$ cat src/rtl/mem_bus_arbiter_pkg.sv
// Shared types and constants for the two-cache memory bus arbiter.
package mem_bus_pkg;

  // Transaction sequencer states.
  typedef enum logic [1:0] {
    IDLE   = 2'd0,
    ACCESS = 2'd1,
    DONE   = 2'd2
  } state_t;

  // Memory operation kind latched at grant time.
  typedef enum logic {
    OP_RD = 1'b0,
    OP_WR = 1'b1
  } op_t;

  // Number of caches sharing the memory port.
  localparam int NUM_REQ = 2;

endpackage

$ cat src/rtl/mem_bus_arbiter_if.sv
// Bundle of request, grant, memory and snoop signals between the caches,
// the arbiter and main memory.
//
// Handshake: a cache raises req_rd/req_wr and holds it (with stable
// req_addr/req_wdata) until req_ready pulses for that cache; gnt stays high
// for the whole transaction. Toward memory, rd_mem/wr_mem are held until
// ready_mem is sampled high, which completes the access in that cycle.
interface mem_bus_arbiter_if #(
  parameter int AWIDTH = 9,
  parameter int DWIDTH = 32
);
  logic [1:0]          req_rd;
  logic [1:0]          req_wr;
  logic [2*AWIDTH-1:0] req_addr;
  logic [2*DWIDTH-1:0] req_wdata;
  logic [1:0]          gnt;
  logic [1:0]          req_ready;
  logic                req_err;
  logic [DWIDTH-1:0]   req_rdata;
  logic                rd_mem;
  logic                wr_mem;
  logic [AWIDTH-1:0]   addr_mem;
  logic [DWIDTH-1:0]   data_mem_out;
  logic [DWIDTH-1:0]   data_mem_in;
  logic                ready_mem;
  logic                snoop_valid;
  logic                snoop_wr;
  logic                snoop_src;
  logic [AWIDTH-1:0]   snoop_addr;
  logic                proto_err;

  // Arbiter side.
  modport master (
    input  req_rd, req_wr, req_addr, req_wdata, data_mem_in, ready_mem,
    output gnt, req_ready, req_err, req_rdata, rd_mem, wr_mem, addr_mem,
           data_mem_out, snoop_valid, snoop_wr, snoop_src, snoop_addr,
           proto_err
  );

  // Caches and memory side.
  modport slave (
    output req_rd, req_wr, req_addr, req_wdata, data_mem_in, ready_mem,
    input  gnt, req_ready, req_err, req_rdata, rd_mem, wr_mem, addr_mem,
           data_mem_out, snoop_valid, snoop_wr, snoop_src, snoop_addr,
           proto_err
  );
endinterface

$ cat src/rtl/mem_bus_arbiter_rr_arb2.sv
// Two-way round-robin pick: a lone requester wins, on a tie the cache that
// was not granted last wins.
module rr_arb2 (
  input  logic [1:0] i_req,
  input  logic       i_last_gnt,
  output logic       o_id,
  output logic       o_valid
);

  // Combinational winner selection.
  always_comb begin
    o_valid = |i_req;
    if (&i_req) begin
      o_id = ~i_last_gnt;
    end else begin
      o_id = i_req[1];
    end
  end

endmodule

$ cat src/rtl/mem_bus_arbiter.sv
// Round-robin arbiter and transaction sequencer sharing one memory port
// between two caches. One transaction at a time: IDLE picks a winner and
// latches its request, ACCESS holds the memory strobe until ready_mem or
// timeout, DONE returns a one-cycle completion to the winner.
// TIMEOUT must lie in 1..255 so the 8-bit counter can reach TIMEOUT-1.
module mem_bus_arbiter
  import mem_bus_pkg::*;
#(
  parameter int AWIDTH  = 9,
  parameter int DWIDTH  = 32,
  parameter int TIMEOUT = 255
) (
  input  logic   clk,
  input  logic   reset,
  mem_bus_arbiter_if.master bus,
  output state_t o_dbg_state
);

  localparam logic [7:0] CNT_LAST = 8'(TIMEOUT - 1);

  state_t              r_state;
  state_t              w_state_nxt;
  logic                r_last_gnt;
  logic                r_id;
  op_t                 r_op;
  logic [AWIDTH-1:0]   r_addr;
  logic [DWIDTH-1:0]   r_wdata;
  logic [DWIDTH-1:0]   r_rdata;
  logic [7:0]          r_cnt;
  logic                r_err;
  logic                r_proto_err;

  logic [1:0]          w_req;
  logic                w_win_id;
  logic                w_win_valid;
  logic                w_win_rd;
  logic                w_win_wr;
  logic [AWIDTH-1:0]   w_win_addr;
  logic [DWIDTH-1:0]   w_win_wdata;
  logic                w_cnt_last;

  assign w_req       = bus.req_rd | bus.req_wr;
  assign w_win_rd    = bus.req_rd[w_win_id];
  assign w_win_wr    = bus.req_wr[w_win_id];
  assign w_win_addr  = w_win_id ? bus.req_addr[2*AWIDTH-1:AWIDTH]
                                : bus.req_addr[AWIDTH-1:0];
  assign w_win_wdata = w_win_id ? bus.req_wdata[2*DWIDTH-1:DWIDTH]
                                : bus.req_wdata[DWIDTH-1:0];
  assign w_cnt_last  = (r_cnt == CNT_LAST);
  assign o_dbg_state = r_state;

  rr_arb2 u_rr_arb2 (
    .i_req      (w_req),
    .i_last_gnt (r_last_gnt),
    .o_id       (w_win_id),
    .o_valid    (w_win_valid)
  );

  // State register; reset drops any in-flight transaction.
  always_ff @(posedge clk) begin
    if (reset) begin
      r_state <= IDLE;
    end else begin
      r_state <= w_state_nxt;
    end
  end

  // Next-state logic; ready_mem takes priority over timeout.
  always_comb begin
    w_state_nxt = r_state;
    case (r_state)
      IDLE:    if (w_win_valid) w_state_nxt = ACCESS;
      ACCESS:  if (bus.ready_mem || w_cnt_last) w_state_nxt = DONE;
      DONE:    w_state_nxt = IDLE;
      default: w_state_nxt = IDLE;
    endcase
  end

  // Transaction registers: latch the winner, count ACCESS cycles, capture data.
  always_ff @(posedge clk) begin
    if (reset) begin
      r_last_gnt  <= 1'b1;
      r_id        <= 1'b0;
      r_op        <= OP_RD;
      r_addr      <= '0;
      r_wdata     <= '0;
      r_rdata     <= '0;
      r_cnt       <= 8'd0;
      r_err       <= 1'b0;
      r_proto_err <= 1'b0;
    end else begin
      case (r_state)
        IDLE: begin
          if (w_win_valid) begin
            r_id    <= w_win_id;
            r_op    <= w_win_wr ? OP_WR : OP_RD;
            r_addr  <= w_win_addr;
            r_wdata <= w_win_wdata;
            r_rdata <= '0;
            r_err   <= 1'b0;
            if (w_win_rd && w_win_wr) r_proto_err <= 1'b1;
          end
        end
        ACCESS: begin
          r_cnt <= r_cnt + 8'd1;
          if (bus.ready_mem) begin
            if (r_op == OP_RD) r_rdata <= bus.data_mem_in;
          end else if (w_cnt_last) begin
            r_err <= 1'b1;
          end
        end
        DONE: begin
          r_last_gnt <= r_id;
          r_cnt      <= 8'd0;
        end
        default: ;
      endcase
    end
  end

  // Output decode from the state and latched transaction.
  always_comb begin
    bus.gnt          = 2'b00;
    bus.req_ready    = 2'b00;
    bus.req_err      = 1'b0;
    bus.req_rdata    = '0;
    bus.rd_mem       = 1'b0;
    bus.wr_mem       = 1'b0;
    bus.addr_mem     = '0;
    bus.data_mem_out = '0;
    bus.snoop_valid  = 1'b0;
    bus.snoop_wr     = 1'b0;
    bus.snoop_src    = 1'b0;
    bus.snoop_addr   = '0;
    bus.proto_err    = r_proto_err;
    case (r_state)
      ACCESS: begin
        bus.gnt[r_id]    = 1'b1;
        bus.rd_mem       = (r_op == OP_RD);
        bus.wr_mem       = (r_op == OP_WR);
        bus.addr_mem     = r_addr;
        bus.data_mem_out = (r_op == OP_WR) ? r_wdata : '0;
        // The counter is zero only in the first ACCESS cycle.
        if (r_cnt == 8'd0) begin
          bus.snoop_valid = 1'b1;
          bus.snoop_wr    = (r_op == OP_WR);
          bus.snoop_src   = r_id;
          bus.snoop_addr  = r_addr;
        end
      end
      DONE: begin
        bus.gnt[r_id]       = 1'b1;
        bus.req_ready[r_id] = 1'b1;
        bus.req_err         = r_err;
        bus.req_rdata       = ((r_op == OP_RD) && !r_err) ? r_rdata : '0;
      end
      default: ;
    endcase
  end

endmodule

$ cat src/flat_wrapper.sv
// flat-port wrapper written by rule: the top's interface ports become plain ports
module mem_bus_arbiter_flat import mem_bus_pkg::*;
#(
  parameter int AWIDTH  = 9,
  parameter int DWIDTH  = 32,
  parameter int TIMEOUT = 255
)
  (clk, reset, o_dbg_state, bus_req_rd, bus_req_wr, bus_req_addr, bus_req_wdata, bus_data_mem_in, bus_ready_mem, bus_gnt, bus_req_ready, bus_req_err, bus_req_rdata, bus_rd_mem, bus_wr_mem, bus_addr_mem, bus_data_mem_out, bus_snoop_valid, bus_snoop_wr, bus_snoop_src, bus_snoop_addr, bus_proto_err);
  mem_bus_arbiter_if #(.AWIDTH(AWIDTH), .DWIDTH(DWIDTH)) bus_i ();
  input  logic clk;
  input  logic reset;
  output state_t o_dbg_state;
  input wire logic [$bits(bus_i.req_rd)-1:0] bus_req_rd;
  input wire logic [$bits(bus_i.req_wr)-1:0] bus_req_wr;
  input wire logic [$bits(bus_i.req_addr)-1:0] bus_req_addr;
  input wire logic [$bits(bus_i.req_wdata)-1:0] bus_req_wdata;
  input wire logic [$bits(bus_i.data_mem_in)-1:0] bus_data_mem_in;
  input wire logic [$bits(bus_i.ready_mem)-1:0] bus_ready_mem;
  output wire logic [$bits(bus_i.gnt)-1:0] bus_gnt;
  output wire logic [$bits(bus_i.req_ready)-1:0] bus_req_ready;
  output wire logic [$bits(bus_i.req_err)-1:0] bus_req_err;
  output wire logic [$bits(bus_i.req_rdata)-1:0] bus_req_rdata;
  output wire logic [$bits(bus_i.rd_mem)-1:0] bus_rd_mem;
  output wire logic [$bits(bus_i.wr_mem)-1:0] bus_wr_mem;
  output wire logic [$bits(bus_i.addr_mem)-1:0] bus_addr_mem;
  output wire logic [$bits(bus_i.data_mem_out)-1:0] bus_data_mem_out;
  output wire logic [$bits(bus_i.snoop_valid)-1:0] bus_snoop_valid;
  output wire logic [$bits(bus_i.snoop_wr)-1:0] bus_snoop_wr;
  output wire logic [$bits(bus_i.snoop_src)-1:0] bus_snoop_src;
  output wire logic [$bits(bus_i.snoop_addr)-1:0] bus_snoop_addr;
  output wire logic [$bits(bus_i.proto_err)-1:0] bus_proto_err;
  assign bus_i.req_rd = bus_req_rd;
  assign bus_i.req_wr = bus_req_wr;
  assign bus_i.req_addr = bus_req_addr;
  assign bus_i.req_wdata = bus_req_wdata;
  assign bus_i.data_mem_in = bus_data_mem_in;
  assign bus_i.ready_mem = bus_ready_mem;
  assign bus_gnt = bus_i.gnt;
  assign bus_req_ready = bus_i.req_ready;
  assign bus_req_err = bus_i.req_err;
  assign bus_req_rdata = bus_i.req_rdata;
  assign bus_rd_mem = bus_i.rd_mem;
  assign bus_wr_mem = bus_i.wr_mem;
  assign bus_addr_mem = bus_i.addr_mem;
  assign bus_data_mem_out = bus_i.data_mem_out;
  assign bus_snoop_valid = bus_i.snoop_valid;
  assign bus_snoop_wr = bus_i.snoop_wr;
  assign bus_snoop_src = bus_i.snoop_src;
  assign bus_snoop_addr = bus_i.snoop_addr;
  assign bus_proto_err = bus_i.proto_err;
  mem_bus_arbiter #(.AWIDTH(AWIDTH), .DWIDTH(DWIDTH), .TIMEOUT(TIMEOUT)) u_core (.clk(clk), .reset(reset), .bus(bus_i), .o_dbg_state(o_dbg_state));
endmodule
$ cat config.mk
export PLATFORM = sky130hd
export DESIGN_NAME = mem_bus_arbiter_flat
export DESIGN_NICKNAME = d
export VERILOG_FILES = /design/src/rtl/mem_bus_arbiter_pkg.sv /design/src/rtl/mem_bus_arbiter_if.sv /design/src/rtl/mem_bus_arbiter_rr_arb2.sv /design/src/rtl/mem_bus_arbiter.sv /design/src/flat_wrapper.sv
export SDC_FILE = /design/constraint.sdc
export NUM_CORES = 1
export LEC_CHECK = 0
export ABC_AREA = 0
export BUFFER_PORTS_ARGS = -buffer_cell sky130_fd_sc_hd__buf_4
export CAP_MARGIN = 40
export CORE_MARGIN = 4
export CORE_UTILIZATION = 23
export CTS_CLUSTER_DIAMETER = 50
export DETAILED_ROUTE_END_ITERATION = 8
export HOLD_SLACK_MARGIN = 0.1
export SKIP_CTS_REPAIR_TIMING = 1
export SLEW_MARGIN = 20
export SYNTH_ARGS = -nofsm -noshare
export SYNTH_HDL_FRONTEND = slang
export SYNTH_SLANG_ARGS = --single-unit
$ cat constraint.sdc
create_clock -name clk -period 1.71 [get_ports clk]
set_input_delay 0.342 -clock clk [delete_from_list [all_inputs] [get_ports clk]]
set_output_delay 0.342 -clock clk [all_outputs]
set_load 0.01 [all_outputs]
* After elaboration in Yosys (flattened, before gate mapping) *
Cells that the tools add are included.

word-level totals
  flip-flop bits (word level) = 88
  input port bits = 121

cells by class
  $add $sub $neg = 1
  magnitude comparators = 3
  equal/unequal tests = 9
  mux-type cells = 40
  bitwise gates (word level) = 3
  reductions and logical operators = 17

operators by type and width
  cell                 number
  $mux 32              8
  $pmux 32 s2          1
  $mux 9               4
  $mux 1               19
  $pmux 8 s2           1
  $add 8x1->8 const B  1
  $eq 8x8->1 const B   1
  $logic_not 8->1      1
  $mux 2               4
  $ne 2x2->1 const B   4
  $reduce_and 4->1     2
  $reduce_and 2->1     3
  $lt 1x2->1 const B   2
  $ne 2x1->1 const B   2
  $pmux 2 s2           1
  $reduce_bool 2->1    2
  $reduce_or 2->1      2
  $logic_and 1x1->1    3
  $reduce_and 3->1     1
  $eq 2x1->1 const B   1
  $eq 2x2->1 const B   1
  $logic_not 2->1      1
  $not 1->1            2
  $or 2x2->2           1
  5 further kinds      5

* Longest topological paths before layout *
Gate-level depths: netlist of run 1.

  depth after elaboration = 7
  depth in mapped cells = 8

* Cells and area by module *
From an unflattened synthesis of run 1, not the netlist that was laid out.

unflattened totals
  cell total of the unflattened synthesis = 526
  area total of the unflattened synthesis = 4584.4 µm²

modules (own cells, without submodules)
  module           instances  cells an instance  area an instance (µm²)  sequential area each (µm²)
  mem_bus_arbiter  1          524                4570.6                  1761.7
  rr_arb2          1          2                  13.8                    0.0

* Worst setup path after synthesis of run 1 *
No wires, ideal clock.

  path kind = register -> output
  start = register u_core.r_cnt[2]
  end = output port bus_snoop_addr[0]
  arrival = 1.489 ns
  setup slack = -0.121 ns
  stages on the path, launching flop included = 5
  buffers on the path = 1
  cells stage by stage = dfxtp_1 -> or4_1 -> nor4_1 -> buf_2 -> and2_1

on the way
  cells in the longest elaborated chain, start to end = 3

ends and longest elaborated chain
  element                   RTL line                RTL
  start: declaration        mem_bus_arbiter.sv:29   logic [7:0] r_cnt;
  start signal: assignment  mem_bus_arbiter.sv:105  r_cnt <= r_cnt + 8'd1;
  $logic_not 8->1           mem_bus_arbiter.sv:144  if (r_cnt == 8'd0) begin
  $mux 9                    mem_bus_arbiter.sv:144
  $mux 9                    mem_bus_arbiter.sv:136  case (r_state)
  end: declaration          flat_wrapper.sv:30      output wire logic [$bits(bus_i.snoop_addr)-1:0] bus_snoop_addr;

Every way passes these cells.

* Worst setup path in the final report of run 1 *
  start = register u_core.r_cnt[2]
  end = output port bus_snoop_addr[4]

The elaborated chain is that of the path after synthesis.

==> results.sh, run 1 <==
export IMPL_post_dp_hpwl_um=11500
export IMPL_ys_async_sr_fraction_pct=0
export IMPL_grt_pass1_wl_um=24400
export IMPL_syn_nets=698
export IMPL_postRouteAntennaNets=0
export IMPL_cts_sinks=88
export IMPL_setup_ws_ns=-0.532
export IMPL_worst_pin_slew_ns=0.454
export IMPL_synth_edf_count=0
export IMPL_die_y_um=149
export IMPL_drv_slew=0
export IMPL_grt_setup_unrepaired="true"
export IMPL_dr_pass1_iters=6
export IMPL_cts_root_buffer="clkbuf_16"
export IMPL_portBuffers=215
export IMPL_synth_seq_cells=88
export IMPL_die_area_um2=22300
export IMPL_drv_cap=0
export IMPL_cts_max_level=3
export IMPL_diodes=0
export IMPL_cp_required_ns=1.37
export IMPL_finalSetupTns_ns=-22.93
export IMPL_fin_skew_ns=0.00737
export IMPL_antenna_found_initial=0
export IMPL_first_global_vias=4637
export IMPL_syn_inst=571
export IMPL_clkLatencyLatePin_ns=0.34
export IMPL_crit_type="reg2out"
export IMPL_cts_buffers=9
export IMPL_path_clk_slew_ns=0.06
export IMPL_yosysTopAreaCellShare_pct=38.3
export IMPL_worstSetupEndpointType="output port"
export IMPL_power_density_nw_per_um2=824
export IMPL_yosysSeqAreaShare_pct=38.3
export IMPL_track_usage_pct=13.8
export IMPL_synth_cell_type_count=38
export IMPL_syn_avg_cell_area_um2=8.06
export IMPL_slew_limit_headroom_pct=69.8
export IMPL_arrival_ns=1.90
export IMPL_finalHoldViolations=0
export IMPL_grt_max_degree=65
export IMPL_status="finished, violations left"
export IMPL_synth_top_area_cell="dfxtp_1"
export IMPL_start_kind="flip-flop"
export IMPL_vdd_ir_drop_max_v=0.000501
export IMPL_hold_ws_ns=0.258
export IMPL_placedInstanceArea_um2=6770
export IMPL_min_period_over_period_pct=131
export IMPL_vias=5086
export IMPL_via_per_inst=4.68
export IMPL_rows=51
export IMPL_synth_ff_type="dfxtp_1"
export IMPL_wirelength_um=19200
export IMPL_ff2ff_path_depth=9
export IMPL_drive_gt1_share_pct=63.0
export IMPL_cts_buffer_depth=2
export IMPL_layout_nets=944
export IMPL_wl_per_cell_um=17.6
export IMPL_syn_area_um2=4600
export IMPL_first_iter_violations=288
export IMPL_die_width_um=149
export IMPL_setup_violations=105
export IMPL_area_growth_pct=90.2
export IMPL_routabilityCongestion=0.785
export IMPL_whs_path_depth=3
export IMPL_cellLeakagePower_nw=3.70
export IMPL_core_um2=19600
export IMPL_period_minus_slack_ns=2.24
export IMPL_ios=216
export IMPL_start_util_pct=23.5
export IMPL_critical_path_max_fanout=5
export IMPL_yosys_warnings=0
export IMPL_cts_tree="built"
export IMPL_drc=0
export IMPL_violations="setup timing"
export IMPL_stdcell_area_um2=8750
export IMPL_netlist_top_cells_area="dfxtp_1 (38%), a211oi_2 (10%), a21oi_1 (8.7%)"
export IMPL_grt_overflow=0
export IMPL_holdCritPathClass="in2reg"
export IMPL_fmax_ghz=0.446
[synth_stat cells, types with 2 or more instances]
cell type / count
nor2_1: 58
xnor2_1: 2
nand2b_1: 36
nor3_1: 3
ha_1: 6
dfxtp_1: 88
nand3b_1: 2
a21oi_1: 80
and2_1: 58
a21o_1: 2
nand4_1: 4
and3_1: 33
buf_4: 5
inv_1: 7
nand2_1: 44
nand3_1: 33
buf_2: 7
clkbuf_1: 35
o21ai_0: 3
a211oi_1: 4
xor2_1: 4
buf_1: 4
a211oi_2: 38
[power by group]
part	leakage, nW	total (W)	switching [W]	internal, W
clock	0.143	0.00205	0.000830	0.00122
sequential	0.725	0.00242	0.000155	0.00227
combinational	2.83	0.00274	0.00132	0.00142
[flip-flops by register name, summed over array words and instances (netlist names)]
register and flops:
u_core.r_id 1, u_core.r_op 1, u_core.r_addr 9, u_core.r_wdata 32, u_core.r_last_gnt 1, u_core.r_err 1, u_core.r_rdata 32, u_core.o_dbg_state 2
u_core.bus.proto_err 1, u_core.r_cnt 8
[critical path: stages (launching register included)]
cell	delay (ns)
dfxtp_2	0.32
or4_4	0.54
nor4_4	0.19
buf_4	0.18
buf_6	0.11
and2_4	0.13
buf_6	0.09
[final timing paths]
kind,from,end,slack [ns]
worst max-delay path,u_core.r_cnt[2],bus_snoop_addr[4],-0.53
worst min-delay path,bus_req_addr[1],u_core.r_addr[1],0.26
worst max register to register,u_core.o_dbg_state[1],u_core.r_rdata[12],-0.05
worst min register to register,u_core.r_rdata[21],u_core.r_rdata[21],0.47
[through the flow]
stage | setup slack (ns) | std cells | utilization [%] | total power [W]
6_report | -0.532 | 1087 | 44.7 | 0.00721
5_1_grt | -0.626 | 1087 | 44.7 | 0.00759
4_1_cts | -0.579 | 1059 | 36.1 | 0.00633
3_5_place_dp | -0.192 | 1043 | 34.5 | 0.00426
3_3_place_gp | -0.160 | 1043 | 34.5 | 0.00424
2_1_floorplan | -0.0319 | 571 | - | 0.00347
[cells in the final DEF (no fill, tap or decap), types with 26 or more instances in the layout]
cell type / instances
dfxtp_1: 84
and2_4: 50
nor2_1: 55
a21oi_2: 26
a21oi_1: 54
and3_4: 32
buf_4: 164
a211oi_2: 38
nand2_1: 44
buf_6: 95
[kinds of logic (layout without fill, tap and decap cells)]
group,Yosys count,after routing,share of synthesized area [%]
adders and majority gates,6,6,1.63
buffers and inverters,58,309,5.33
DFF,88,88,38.3
xor gates and xnor gates,6,6,1.14
muxes,1,1,0.218
and+or+nand+nor,277,277,31.5
AOI/OAI and AO/OA,135,135,21.9
[metal layers]
metal  up-vias  wire length [um]  track usage [%]
met2       157              9380             23.2
met5         -                 0                0
met4         0               414             4.90
met1      2440              8240             16.9
met3        23              1120             3.94
li1       2466                 -                -
[cell type report]
class	count	area [um^2]
repair buffers	286	2870
multi-input cells	425	3450
fillers	1860	10800
well taps	265	332
clock buffers	14	264
clock inverters	2	37.5
flip-flops and latches	88	1770
inverters	7	31.3
(Power assumes the default switching activity.)
==> run 2: changes to the inputs <==
PLACE_DENSITY = 0.44   (was unset)
==> results.sh, run 2 (same netlist as run 1, synthesis figures left out) <==
export IMPL_drv_slew=0
export IMPL_antenna_found_initial=0
export IMPL_multiInputGateArea_um2=3110
export IMPL_worst_pin_slew_ns=0.495
export IMPL_cellLeakagePower_nw=3.53
export IMPL_placedInstanceArea_um2=6700
export IMPL_die_width_um=149
export IMPL_fmax_ghz=0.440
export IMPL_setup_violations=88
export IMPL_cts_tree="built"
export IMPL_p_int_w=0.00455
export IMPL_swShare_pct=32.6
export IMPL_slew_limit_headroom_pct=67.0
export IMPL_r2r_start="u_core.o_dbg_state[1]"
export IMPL_arrival_ns=1.93
export IMPL_track_usage_pct=15.0
export IMPL_die_area_um2=22300
export IMPL_cts_buffers=9
export IMPL_cts_buffer_depth=2
export IMPL_finalHoldViolations=0
export IMPL_path_clk_slew_ns=0.07
export IMPL_start_kind="flip-flop"
export IMPL_cts_root_buffer="clkbuf_16"
export IMPL_fin_skew_ns=0.00483
export IMPL_first_global_vias=4937
export IMPL_power_frac_comb_pct=36.6
export IMPL_reg_largest_list="u_core.r_rdata (32), u_core.r_wdata (32), u_core.r_addr (9)"
export IMPL_final_common_cell="buf_4"
export IMPL_worstSetupEndpointType="output port"
export IMPL_drc=0
export IMPL_drive_gt1_share_pct=55.9
export IMPL_post_dp_hpwl_um=12200
export IMPL_clkLatencyLatePin_ns=0.35
export IMPL_vdd_ir_drop_max_v=0.000463
export IMPL_wirelength_um=19600
export IMPL_holdPathEnd="u_core.r_wdata[20]"
export IMPL_die_y_um=149
export IMPL_switchingPower_w=0.00220
export IMPL_grt_overflow=0
export IMPL_via_per_inst=4.68
export IMPL_holdCritPathClass="in2reg"
export IMPL_portBuffers=215
export IMPL_first_iter_violations=211
export IMPL_fill_cells=1976
export IMPL_start_util_pct=23.5
export IMPL_reg2reg_to="u_core.r_rdata[23]"
export IMPL_power_density_nw_per_um2=821
export IMPL_final_util_pct=42.0
export IMPL_vias=5041
export IMPL_grt_pass1_wl_um=26700
export IMPL_routabilityCongestion=0.778
export IMPL_hold_ws_ns=0.260
export IMPL_min_period_over_period_pct=133
export IMPL_dr_pass1_iters=4
export IMPL_layout_nets=933
export IMPL_stdcell_area_um2=8220
export IMPL_drv_cap=0
export IMPL_postRouteAntennaNets=0
export IMPL_clkPwrFrac_pct=27.7
export IMPL_regToRegSetupSlack_ns=0.02
export IMPL_ff_latch_area_um2=1770
export IMPL_p_seq_share_pct=35.7
export IMPL_worstHoldStart="bus_req_wdata[20]"
export IMPL_whs_path_depth=3
export IMPL_cp_required_ns=1.37
export IMPL_ff2ff_path_depth=9
export IMPL_diodes=0
export IMPL_ios=216
export IMPL_violations="setup timing"
export IMPL_final_cell_mix="buf_4 (168), dfxtp_1 (84), buf_6 (82)"
export IMPL_rows=51
export IMPL_cts_sinks=88
export IMPL_status="finished, violations left"
export IMPL_critical_path_max_fanout=5
export IMPL_area_growth_pct=78.7
export IMPL_cts_max_level=3
export IMPL_grt_max_degree=65
export IMPL_period_minus_slack_ns=2.27
export IMPL_grt_setup_unrepaired="true"
export IMPL_core_um2=19600
export IMPL_setup_ws_ns=-0.562
export IMPL_crit_type="reg2out"
export IMPL_wl_per_cell_um=18.2
run 2: power groups by stage:
stage	Clock [W]	Combinational, W	Sequential (W)
after floorplan	0	0.00107	0.00240
after global placement	0	0.00179	0.00242
after detailed placement	0	0.00182	0.00243
after CTS	0.00195	0.00183	0.00238
after global routing	0.00202	0.00267	0.00244
final	0.00187	0.00247	0.00241
run 2: critical path, cell delays in order (launching register included):
cell and delay, ns:
dfxtp_2 0.32, or4_4 0.54, nor4_4 0.15, buf_4 0.18
buf_4 0.15, and2_1 0.13, buf_4 0.11
run 2: area by class of cell:
class,instances,area share [%]
multi-input combinational,425,37.8
timing repair buffer,275,33.0
sequential,88,21.5
tap,265,4.03
clock buffer,10,2.91
clock inverter,6,0.426
inverter,7,0.380
run 2: stage by stage:
stage,power (W),setup WS [ns],TNS (ns),cells
2_1_floorplan,0.00347,-0.0319,-0.267,571
3_3_place_gp,0.00420,-0.158,-1.80,1033
3_5_place_dp,0.00425,-0.186,-1.98,1033
4_1_cts,0.00616,-0.579,-31.32,1049
5_1_grt,0.00713,-0.634,-29.09,1076
6_report,0.00675,-0.562,-21.95,1076
run 2: metal layers:
metal	vias to the layer above	part of all wire (%)	track usage, %	routed length [um]
met1	2449	44	18.8	8650
met4	0	2.2	6.04	434
li1	2429	-	-	-
met3	25	5.2	2.88	1030
met5	-	0	0	0
met2	138	48	25.3	9520
run 2: how the worst max path moves through the flow:
stage | startpoint | end
finish | u_core.r_cnt[2] | bus_snoop_addr[2]
global route | u_core.r_cnt[2] | bus_snoop_addr[2]
CTS | u_core.r_cnt[2] | bus_snoop_addr[7]
detailed placement | u_core.r_cnt[2] | bus_snoop_addr[7]
global placement | u_core.r_cnt[2] | bus_snoop_addr[1]
floorplan | u_core.r_cnt[2] | bus_snoop_addr[0]
==> run 3: changes to the inputs <==
==> constraint.sdc (replaced) <==
create_clock -name clk -period 1.71 [get_ports clk]
set_input_delay 0.0855 -clock clk [delete_from_list [all_inputs] [get_ports clk]]
set_output_delay 0.0855 -clock clk [all_outputs]
set_load 0.01 [all_outputs]
==> results.sh, run 3 (same netlist as run 1, synthesis figures left out) <==
export IMPL_vdd_ir_drop_max_v=0.000490
export IMPL_dp_worst_setup_slack_ns=-0.127
export IMPL_fmax_ghz=0.469
export IMPL_crit_chain="or4_4 -> nor4_4 -> buf_4 -> buf_4 -> and2_1 -> buf_4"
export IMPL_via_per_inst=4.58
export IMPL_postRouteAntennaNets=0
export IMPL_drv_slew=0
export IMPL_cts_buffer_depth=2
export IMPL_cts_root_buffer="clkbuf_16"
export IMPL_arrival_ns=2.05
export IMPL_critical_path_max_fanout=5
export IMPL_post_dp_hpwl_um=12000
export IMPL_wl_per_cell_um=16.6
export IMPL_routabilityCongestion=0.780
export IMPL_ios=216
export IMPL_reg_largest_list="u_core.r_rdata (32), u_core.r_wdata (32), u_core.r_addr (9)"
export IMPL_fin_skew_ns=0.00861
export IMPL_finalPower_w=0.00676
export IMPL_critPathSlowestCell="or4_4"
export IMPL_min_period_over_period_pct=125
export IMPL_die_area_um2=22300
export IMPL_hold_ws_ns=0.0929
export IMPL_cts_max_level=3
export IMPL_finalHoldViolations=0
export IMPL_cp_required_ns=1.62
export IMPL_clkLatencyLatePin_ns=0.34
export IMPL_grt_max_degree=65
export IMPL_setup_ws_ns=-0.421
export IMPL_cpPeakStageDelay_ns=0.54
export IMPL_area_growth_pct=80.9
export IMPL_period_minus_slack_ns=2.13
export IMPL_cts_tree="built"
export IMPL_worstSetupEndpointType="output port"
export IMPL_violations="setup timing"
export IMPL_drive_gt1_share_pct=43.8
export IMPL_drv_cap=0
export IMPL_worst_pin_slew_ns=0.478
export IMPL_cellLeakagePower_nw=3.69
export IMPL_grt_pass1_wl_um=25700
export IMPL_track_usage_pct=14.5
export IMPL_cts_sinks=88
export IMPL_critPathMostFrequentCell="buf_4"
export IMPL_portBuffers=215
export IMPL_first_iter_violations=226
export IMPL_path_clk_slew_ns=0.07
export IMPL_core_um2=19600
export IMPL_grt_overflow=0
export IMPL_holdCritPathClass="in2reg"
export IMPL_antenna_found_initial=0
export IMPL_critPathTopFamily="simple AND/OR/NAND/NOR gates"
export IMPL_cts_buffers=9
export IMPL_status="finished, violations left"
export IMPL_dr_pass1_iters=4
export IMPL_rows=51
export IMPL_crit_buf_inv=3
export IMPL_final_cell_mix="buf_4 (201), dfxtp_1 (85), dlygate4sd3_1 (74)"
export IMPL_crit_type="reg2out"
export IMPL_die_y_um=149
export IMPL_first_global_vias=4802
export IMPL_die_width_um=149
export IMPL_start_kind="flip-flop"
export IMPL_wirelength_um=18800
export IMPL_final_common_cell="buf_4"
export IMPL_placedInstanceArea_um2=6590
export IMPL_start_util_pct=23.5
export IMPL_slew_limit_headroom_pct=68.1
export IMPL_power_density_nw_per_um2=811
export IMPL_stdcell_area_um2=8330
export IMPL_diodes=0
export IMPL_drc=0
export IMPL_layout_nets=988
export IMPL_vias=5177
export IMPL_finalSetupTns_ns=-8.04
export IMPL_grt_setup_unrepaired="true"
export IMPL_setup_violations=44
[run 3: cell count changes in the layout (fill, tap and decap cells not counted), moves of 6 or more]
cell | previous run | this run
and2_4 | 41 | 30
and3_1 | 2 | 29
buf_4 | 168 | 201
and3_4 | 31 | 4
buf_6 | 82 | 38
nand3_2 | 8 | 2
dlygate4sd3_1 | 0 | 74
and2_1 | 17 | 27
nand3_1 | 25 | 31
[run 3: per-layer routing]
metal  wire length (um)  GRT usage [%]
met2               9180           25.2
met4                343           4.99
met3                940           2.70
met5                  0              0
met1               8350           18.0
[run 3: final timing paths]
path,cells after the start,to,slack (ns),startpoint
worst max-delay path,6,bus_snoop_addr[8],-0.42,u_core.r_cnt[3]
worst min-delay path,3,u_core.r_addr[0],0.09,bus_req_addr[9]
worst max register to register,9,u_core.r_rdata[27],0.05,u_core.o_dbg_state[1]
worst min register to register,2,u_core.r_rdata[18],0.47,u_core.r_rdata[18]
[run 3: stage by stage]
stage / util (%) / instances
detailed placement: 33.7 / 1022
finish: 42.5 / 1131
floorplan: - / 571
global route: 42.5 / 1131
global placement: 33.7 / 1022
CTS: 35.2 / 1038
[run 3: worst register-to-register path, delay by kind of cell (launching register included)]
kind	cells	cell delay (ns)
DFF	1	0.36
AOI/OAI and AO/OA	2	0.30
and+or+nand+nor	2	0.22
buffers and inverters	4	0.55
adders and majority gates	1	0.17
[run 3: cell type report]
cell class	count	area, um^2
Tap cell	265	332
Clock inverter	6	67.6
Timing Repair Buffer	330	3030
Multi-Input combinational cell	425	2850
Sequential cell	88	1770
Clock buffer	10	239
Inverter	7	33.8
Fill cell	1978	11300
[run 3: where the power goes]
part	internal (W)	leakage, nW	total (W)	switching [W]
Combinational	0.00118	2.82	0.00231	0.00113
Clock	0.00118	0.145	0.00204	0.000862
Sequential	0.00227	0.725	0.00241	0.000138
